===== src/rtl/hazard_sb.sv =====
// hazard_sb: hazard detection, forwarding control and mult/div busy tracking
// for the 5-stage pipeline, generalised to NSRC source operands.
// Optional feature macro: HAZARD_PERF_EN (implements stall/load-use/muldiv
// performance counters; otherwise the counter outputs are tied to zero).
module hazard_sb #(
  parameter int REGW     = 5,
  parameter int NSRC     = 2,
  parameter int MULT_LAT = 4,
  parameter int DIV_LAT  = 16,
  parameter int STAT_W   = 32
) (
  input  logic                   clk,
  input  logic                   reset,
  input  logic [NSRC*REGW-1:0]   srcD,
  input  logic [NSRC-1:0]        srcvalidD,
  input  logic [NSRC*REGW-1:0]   srcE,
  input  logic                   branchD,
  input  logic                   hiloreadD,
  input  logic                   muldivD,
  input  logic [REGW-1:0]        writeregE,
  input  logic [REGW-1:0]        writeregM,
  input  logic [REGW-1:0]        writeregW,
  input  logic                   regwriteE,
  input  logic                   regwriteM,
  input  logic                   regwriteW,
  input  logic                   memtoregE,
  input  logic                   memtoregM,
  input  logic                   muldivE,
  input  logic                   divE,
  input  logic                   perfclr,
  output logic [2*NSRC-1:0]      forwardE,
  output logic [NSRC-1:0]        forwardD,
  output logic                   stallF,
  output logic                   stallD,
  output logic                   flushE,
  output logic                   mdbusy,
  output logic [STAT_W-1:0]      stallcnt,
  output logic [STAT_W-1:0]      lwcnt,
  output logic [STAT_W-1:0]      mdcnt
);

  localparam int MAX_LAT = (MULT_LAT > DIV_LAT) ? MULT_LAT : DIV_LAT;
  localparam int CNT_W   = $clog2(MAX_LAT + 1);

  typedef enum logic {IDLE = 1'b0, BUSY = 1'b1} md_state_e;

  md_state_e        state_q;
  logic [CNT_W-1:0] cnt_q;
  logic             lwstall_s;
  logic             branchstall_s;
  logic             mdstall_s;
  logic             flush_s;

  // True when any operand actually read in D names non-zero register r.
  function automatic logic match_f(input logic [NSRC*REGW-1:0] src,
                                   input logic [NSRC-1:0]      valid,
                                   input logic [REGW-1:0]      r);
    logic hit;
    hit = 1'b0;
    for (int i = 0; i < NSRC; i++) begin
      if (valid[i] && (src[i*REGW +: REGW] == r) && (r != {REGW{1'b0}})) begin
        hit = 1'b1;
      end else begin
        hit = hit;
      end
    end
    return hit;
  endfunction

  // Per-operand forwarding selects; the younger M result beats W.
  always_comb begin
    forwardE = {(2*NSRC){1'b0}};
    forwardD = {NSRC{1'b0}};
    for (int i = 0; i < NSRC; i++) begin
      if ((srcE[i*REGW +: REGW] != {REGW{1'b0}}) && (srcE[i*REGW +: REGW] == writeregM) && regwriteM) begin
        forwardE[2*i +: 2] = 2'b10;
      end else if ((srcE[i*REGW +: REGW] != {REGW{1'b0}}) && (srcE[i*REGW +: REGW] == writeregW) && regwriteW) begin
        forwardE[2*i +: 2] = 2'b01;
      end else begin
        forwardE[2*i +: 2] = 2'b00;
      end
      forwardD[i] = (srcD[i*REGW +: REGW] != {REGW{1'b0}}) && (srcD[i*REGW +: REGW] == writeregM) && regwriteM;
    end
  end

  // Stall sources: load-use, branch-compare-in-D, and mult/div occupancy.
  always_comb begin
    lwstall_s     = memtoregE && match_f(srcD, srcvalidD, writeregE);
    branchstall_s = branchD && ((regwriteE && match_f(srcD, srcvalidD, writeregE)) ||
                                (memtoregM && match_f(srcD, srcvalidD, writeregM)));
    mdstall_s     = (hiloreadD || muldivD) && ((state_q == BUSY) || muldivE);
    flush_s       = lwstall_s || branchstall_s || mdstall_s;
  end

  assign flushE = flush_s;
  assign stallD = flush_s;
  assign stallF = flush_s;
  assign mdbusy = (state_q == BUSY);

  // Mult/div busy tracker: an issue (re)loads the latency from any state.
  always_ff @(posedge clk or negedge reset) begin
    if (!reset) begin
      state_q <= IDLE;
      cnt_q   <= {CNT_W{1'b0}};
    end else if (muldivE) begin
      state_q <= BUSY;
      cnt_q   <= divE ? CNT_W'(DIV_LAT) : CNT_W'(MULT_LAT);
    end else begin
      case (state_q)
        BUSY: begin
          cnt_q <= cnt_q - CNT_W'(1);
          if (cnt_q == CNT_W'(1)) begin
            state_q <= IDLE;
          end else begin
            state_q <= BUSY;
          end
        end
        IDLE: begin
          state_q <= IDLE;
          cnt_q   <= cnt_q;
        end
        default: begin
          state_q <= IDLE;
          cnt_q   <= {CNT_W{1'b0}};
        end
      endcase
    end
  end

`ifdef HAZARD_PERF_EN
  logic [STAT_W-1:0] stallcnt_q;
  logic [STAT_W-1:0] lwcnt_q;
  logic [STAT_W-1:0] mdcnt_q;

  // Saturating increment: holds at all-ones.
  function automatic logic [STAT_W-1:0] sat_inc_f(input logic [STAT_W-1:0] v,
                                                  input logic              en);
    if (en && (v != {STAT_W{1'b1}})) begin
      return v + STAT_W'(1);
    end else begin
      return v;
    end
  endfunction

  // Performance counters; a clear request wins over counting.
  always_ff @(posedge clk or negedge reset) begin
    if (!reset) begin
      stallcnt_q <= {STAT_W{1'b0}};
      lwcnt_q    <= {STAT_W{1'b0}};
      mdcnt_q    <= {STAT_W{1'b0}};
    end else if (perfclr) begin
      stallcnt_q <= {STAT_W{1'b0}};
      lwcnt_q    <= {STAT_W{1'b0}};
      mdcnt_q    <= {STAT_W{1'b0}};
    end else begin
      stallcnt_q <= sat_inc_f(stallcnt_q, flush_s);
      lwcnt_q    <= sat_inc_f(lwcnt_q, lwstall_s);
      mdcnt_q    <= sat_inc_f(mdcnt_q, mdstall_s);
    end
  end

  assign stallcnt = stallcnt_q;
  assign lwcnt    = lwcnt_q;
  assign mdcnt    = mdcnt_q;
`else
  logic unused_perfclr_s;
  assign unused_perfclr_s = perfclr;
  assign stallcnt = {STAT_W{1'b0}};
  assign lwcnt    = {STAT_W{1'b0}};
  assign mdcnt    = {STAT_W{1'b0}};
`endif

endmodule


===== config.mk =====
export PLATFORM = sky130hd
export DESIGN_NAME = hazard_sb
export DESIGN_NICKNAME = d
export VERILOG_FILES = /design/src/rtl/hazard_sb.sv
export SDC_FILE = /design/constraint.sdc
export NUM_CORES = 1
export LEC_CHECK = 0
export CAP_MARGIN = 10
export CELL_PAD_IN_SITES_DETAIL_PLACEMENT = 1
export CELL_PAD_IN_SITES_GLOBAL_PLACEMENT = 1
export CORE_MARGIN = 3
export CORE_UTILIZATION = 20
export CTS_CLUSTER_SIZE = 12
export DETAILED_ROUTE_END_ITERATION = 16
export GPL_TIMING_DRIVEN = 0
export MAX_ROUTING_LAYER = met4
export PLACE_DENSITY = 0.83
export SYNTH_ARGS = -nofsm -noshare
export SYNTH_HDL_FRONTEND = slang
export SYNTH_SLANG_ARGS = --single-unit

===== constraint.sdc =====
create_clock -name clk -period 2.25 [get_ports clk]
set_clock_uncertainty 0.05 [all_clocks]
set_input_delay 0.45 -clock clk [delete_from_list [all_inputs] [get_ports clk]]
set_output_delay 0.45 -clock clk [all_outputs]
set_load 0.03 [all_outputs]

# Word level (Yosys, flattened, before mapping)
# Index checks and enable logic that the tools add are counted.
# Widths: inputs -> output; s select.
# classes
n_mux	14
multipliers	0
shifts	0
add_sub_neg	1
order_cmp	0
n_reduce_logical	36
bitwise	1
n_eq_ne	10
div_mod_pow	0
# ops
operator	count
$eq 5x5->1	8
$reduce_bool 5->1	6
$logic_and 1x1->1	25
$mux 5	3
$mux 1	8
$eq 5x1->1 const B	1
$logic_or 1x1->1	5
$sub 5x1->5 const B	1
$mux 2	2
$ne 2x2->1 const B	1
$pmux 1 s2	1
$not 1->1	1
# word_totals
mem_bits_rw	0
romBits	0
elab_cells	64
memories	0
input_bits	50
latch_bits	0
reg_bits	6

# Logic depth before layout (Yosys ltp)
# logic_depth
depth_word	10
ltp_mapped	7

# Least setup slack after synthesis
# No wires, ideal clock.
# synth_path
kind	input port to output port
startpoint	in writeregM[3]
endpoint	out stallD
arrival_ns	2.114
stages	7
path_buffers	2
path_slack_ns	-0.364
path_cell_list	clkbuf_1 > xnor2_1 > nand3_1 > nor3_1 > a22oi_1 > o221ai_1 > buf_4
# synth_between
elab_chain_len	10
elab_cells_between_ends	14
# synth_lines
element	line	text
start: declaration	21	input logic [REGW-1:0] writeregM,
$eq 5x5->1	61	if (valid[i] && (src[i*REGW +: REGW] == r) && (r != {REGW{1'b0}})) begin
$logic_and 1x1->1 (2 in a row)	61	
$mux 1	61	
$mux 1 (*)	61	
$logic_and 1x1->1 (*)	90	(memtoregM && match_f(srcD, srcvalidD, writeregM)));
$logic_or 1x1->1 (*)	89	branchstall_s = branchD && ((regwriteE && match_f(srcD, srcvalidD, writeregE)) ||
$logic_and 1x1->1 (*)	89	
$logic_or 1x1->1 (*) (2 in a row)	92	flush_s = lwstall_s || branchstall_s || mdstall_s;
end: declaration	34	output logic stallD,
# Mark *: on every way between the ends. The rest lies on a longest branch, timed or not.

# Final worst setup path
# layout_path
startpoint	in srcD[5]
endpoint	out stallD
# layout_between
elab_chain_len	9
elab_cells_between_ends	15
# layout_lines
element	line	text
start: declaration	14	input logic [NSRC*REGW-1:0] srcD,
$eq 5x5->1	61	
$logic_and 1x1->1 (2 in a row)	61	
$mux 1	61	
$logic_and 1x1->1, on equally long branches	89, 90	
$logic_or 1x1->1	89	
$logic_and 1x1->1	89	
$logic_or 1x1->1 (*) (2 in a row)	92	
# Marks and branches as above.

==> flow_metrics.py <==
metrics = {
    "global_routing": {
        "grt_pass1_wl_mm": 8.652,
        "grt_max_degree": 9,
        "grt_pass1_vias": 1751,
        "overflow": 0,
        "antenna_found_initial": 0,
        "grt_util_all_layers": 0.1142,
    },
    "worst_hold_path": {
        "min_path_type": "primary input to asynchronous set/reset pin",
    },
    "floorplanning": {
        "start_util": 0.2109,
        "row_count": 32,
        "die-width_um": 97.42,
        "die_h_um": 97.42,
        "core_um2": 7928,
        "num_io_pins": 156,
        "die-area_um2": 9491,
    },
    "final_layout": {
        "final_util": 0.3673,
        "nNetsFinal": 417,
        "num-fill-cells": 980,
        "final_cell_mix": "107 x buf_4, 96 x conb_1, 25 x xnor2_1",
        "antenna_cells": 0,
        "synthToLayoutAreaGrowth_pct": 74.18,
        "final_common_cell": "buf_4",
        "drive_gt1_frac": 0.4601,
    },
    "logic_synthesis": {
        "synth_edf_count": 0,
        "syn_area_um2": 1672,
        "synth_warnings": 0,
        "synth_cell_types": 34,
        "ys_ff_latch": 6,
        "avgSynthCellArea_um2": 8.115,
        "synthFlopType": "dfrtp_1",
        "syn_inst": 206,
        "seq_area_frac_synth": 0.08982,
        "async_reset_ff_frac": 1.000,
    },
    "setup_path": {
        "cp.arrival_ps": 1810,
        "cp_max_fo": 3,
        "cp.required_ps": 1750,
        "startpoint": "srcD[5]",
        "worst_path_largest_cell_delay_ps": 250,
        "critPathKind": "primary input to output port",
        "r2r_start": "cnt_q[1]$_DFFE_PN0P_",
        "cp_slowest_cell": "nor3_4",
        "cpMostUsedCell": "buf_6",
        "critPathLaunchType": "primary input",
        "cp-end-kind": "output port",
        "path_cells": "clkdlybuf4s15_2, xnor2_2, nand3_2, nor3_4, a22oi_2, o221ai_4, buf_6, buf_6",
    },
    "routing": {
        "first_pass_iters": 4,
        "drc": 0,
        "postRouteAntennaNets": 0,
        "routedWlPerCell_um": 12.29,
        "viasPerCell": 3.473,
        "drt_iter0_drc": 7,
        "routed_wl_mm": 5.713,
        "via_count": 1615,
    },
    "placement": {
        "io_buffers": 52,
        "gp_congestion": 0.7921,
        "dp_hpwl_mm": 4.694,
    },
    "clocking": {
        "htreeDepth": 1,
        "clkTransAtPathRegs_ps": 40,
        "numCtsBuffers": 3,
        "hold_buffers": 0,
        "cts.sinks": 6,
        "cts_tree": "yes",
        "cts_buffer_depth": 2,
        "clk_latency_ps": 230,
        "root_buffer": "clkbuf_8",
    },
    "power": {
        "power_density_nw_per_um2": 370.5,
        "p_leak_nw": 1.517,
        "ir_drop_v": 0.0001515,
    },
    "sta": {
        "post-route-period-util": 1.028,
        "hold_ws_ps": 414.9,
        "rsz0062_at_grt": "yes",
        "slew_violations": 0,
        "fmax_mhz": 432.1,
        "layout_setup_ws_ps": -64.05,
        "tns_ps": -145.0,
        "final-hold-violation-count": 0,
        "setup-violations-final": 3,
        "final.min_clock_period_ps": 2314,
    },
    "job": {
        "timing.max_cap.violations": 0,
    },
    "status": {
        "violations": "setup timing",
        "status": "complete, but fails checks",
    },
}
## state kept, by name (all words and copies together), names as in the netlist
register and flops:
cnt_q 5, mdbusy 1
## synth_stat cells (2+ instances only)
| master | number | area (um2) |
|---|---|---|
| o21ai_0 | 2 | 10.01 |
| nand4_1 | 4 | 25.02 |
| clkbuf_1 | 2 | 7.510 |
| nand2_1 | 4 | 15.01 |
| or4_1 | 2 | 15.01 |
| nand3_1 | 2 | 10.01 |
| o311a_1 | 2 | 20.02 |
| a21o_1 | 2 | 15.01 |
| xor2_1 | 16 | 140.1 |
| nor4_2 | 4 | 50.05 |
| or4_4 | 2 | 22.52 |
| xnor2_1 | 28 | 245.2 |
| nor4_1 | 2 | 12.51 |
| nor2_1 | 3 | 11.26 |
| buf_4 | 98 | 735.7 |
| nor3_1 | 3 | 15.01 |
| buf_2 | 4 | 20.02 |
| dfrtp_1 | 6 | 150.1 |
| or3_1 | 2 | 12.51 |
| ha_1 | 2 | 25.02 |
| nor2_4 | 2 | 22.52 |
| inv_1 | 2 | 7.510 |
## worst max-delay path, delay by kind of cell
| kind | cells | cell delay [ps] |
|---|---|---|
| XOR/XNOR | 1 | 150 |
| AND/OR/NAND/NOR | 2 | 370 |
| AO/OA/AOI/OAI | 2 | 370 |
| buffers and inverters | 3 | 480 |
## stage by stage
step                power, mW  cell area [um2]  instances  setup slack, ps
global placement       0.8539             2744        455            -1041
global route            1.155             2912        465           -124.0
floorplan              0.7099             2096        301           -33.61
finish                  1.079             2912        465           -64.05
CTS                     1.057             2872        465           -60.91
detailed placement     0.8699             2744        455            -1034
## metal layers
metal / wire, um / GRT usage
met3: 388 / 0.02154
met4: 161 / 0.03727
met2: 3315 / 0.2203
met5: 0 / -
met1: 1848 / 0.1140
## cell type report
type,count,area (um2),area share
multi-input combinational,188,1255,0.4310
tap,102,127.6,0.04383
timing repair buffer,59,513.0,0.1762
inverter,2,7.507,0.002578
buffer,105,817.0,0.2806
sequential,6,150.1,0.05157
clock buffer,3,41.29,0.01418
## worst paths after layout
kind,end,slack [ps],cells after the start
max,stallD,-60,8
min,mdbusy$_DFF_PN0_,410,1
max reg2reg,mdbusy$_DFF_PN0_,740,4
min reg2reg,cnt_q[3]$_DFFE_PN0P_,540,2
max in group asynchronous,cnt_q[3]$_DFFE_PN0P_,1510,1
min in group clk,cnt_q[3]$_DFFE_PN0P_,540,2
## where the power goes
part | switching, mW | total [mW] | internal (mW)
Combinational | 0.427 | 0.744 | 0.317
Clock | 0.0530 | 0.168 | 0.116
Sequential | 0.0287 | 0.167 | 0.138
## what timing repair did
action                                  4_1_cts  5_1_grt
gates resized for setup                     162       13
buffers inserted                              7        0
endpoints found under the setup margin        9        8
pin swaps                                    20       17
## cell families (layout without fill, tap and decap cells)
| kind of cell | Yosys count | in the layout | synth area share |
|---|---|---|---|
| AND/OR/NAND/NOR | 33 | 33 | 0.1415 |
| XOR/XNOR | 44 | 44 | 0.2305 |
| adder cells (fa/ha/maj) | 2 | 2 | 0.01497 |
| AO/OA/AOI/OAI | 13 | 13 | 0.05765 |
| flip-flops | 6 | 6 | 0.08982 |
| buffers and inverters | 107 | 169 | 0.4633 |
| other | 1 | 96 | 0.002243 |
No activity file was read; power rests on OpenSTA's default activity.
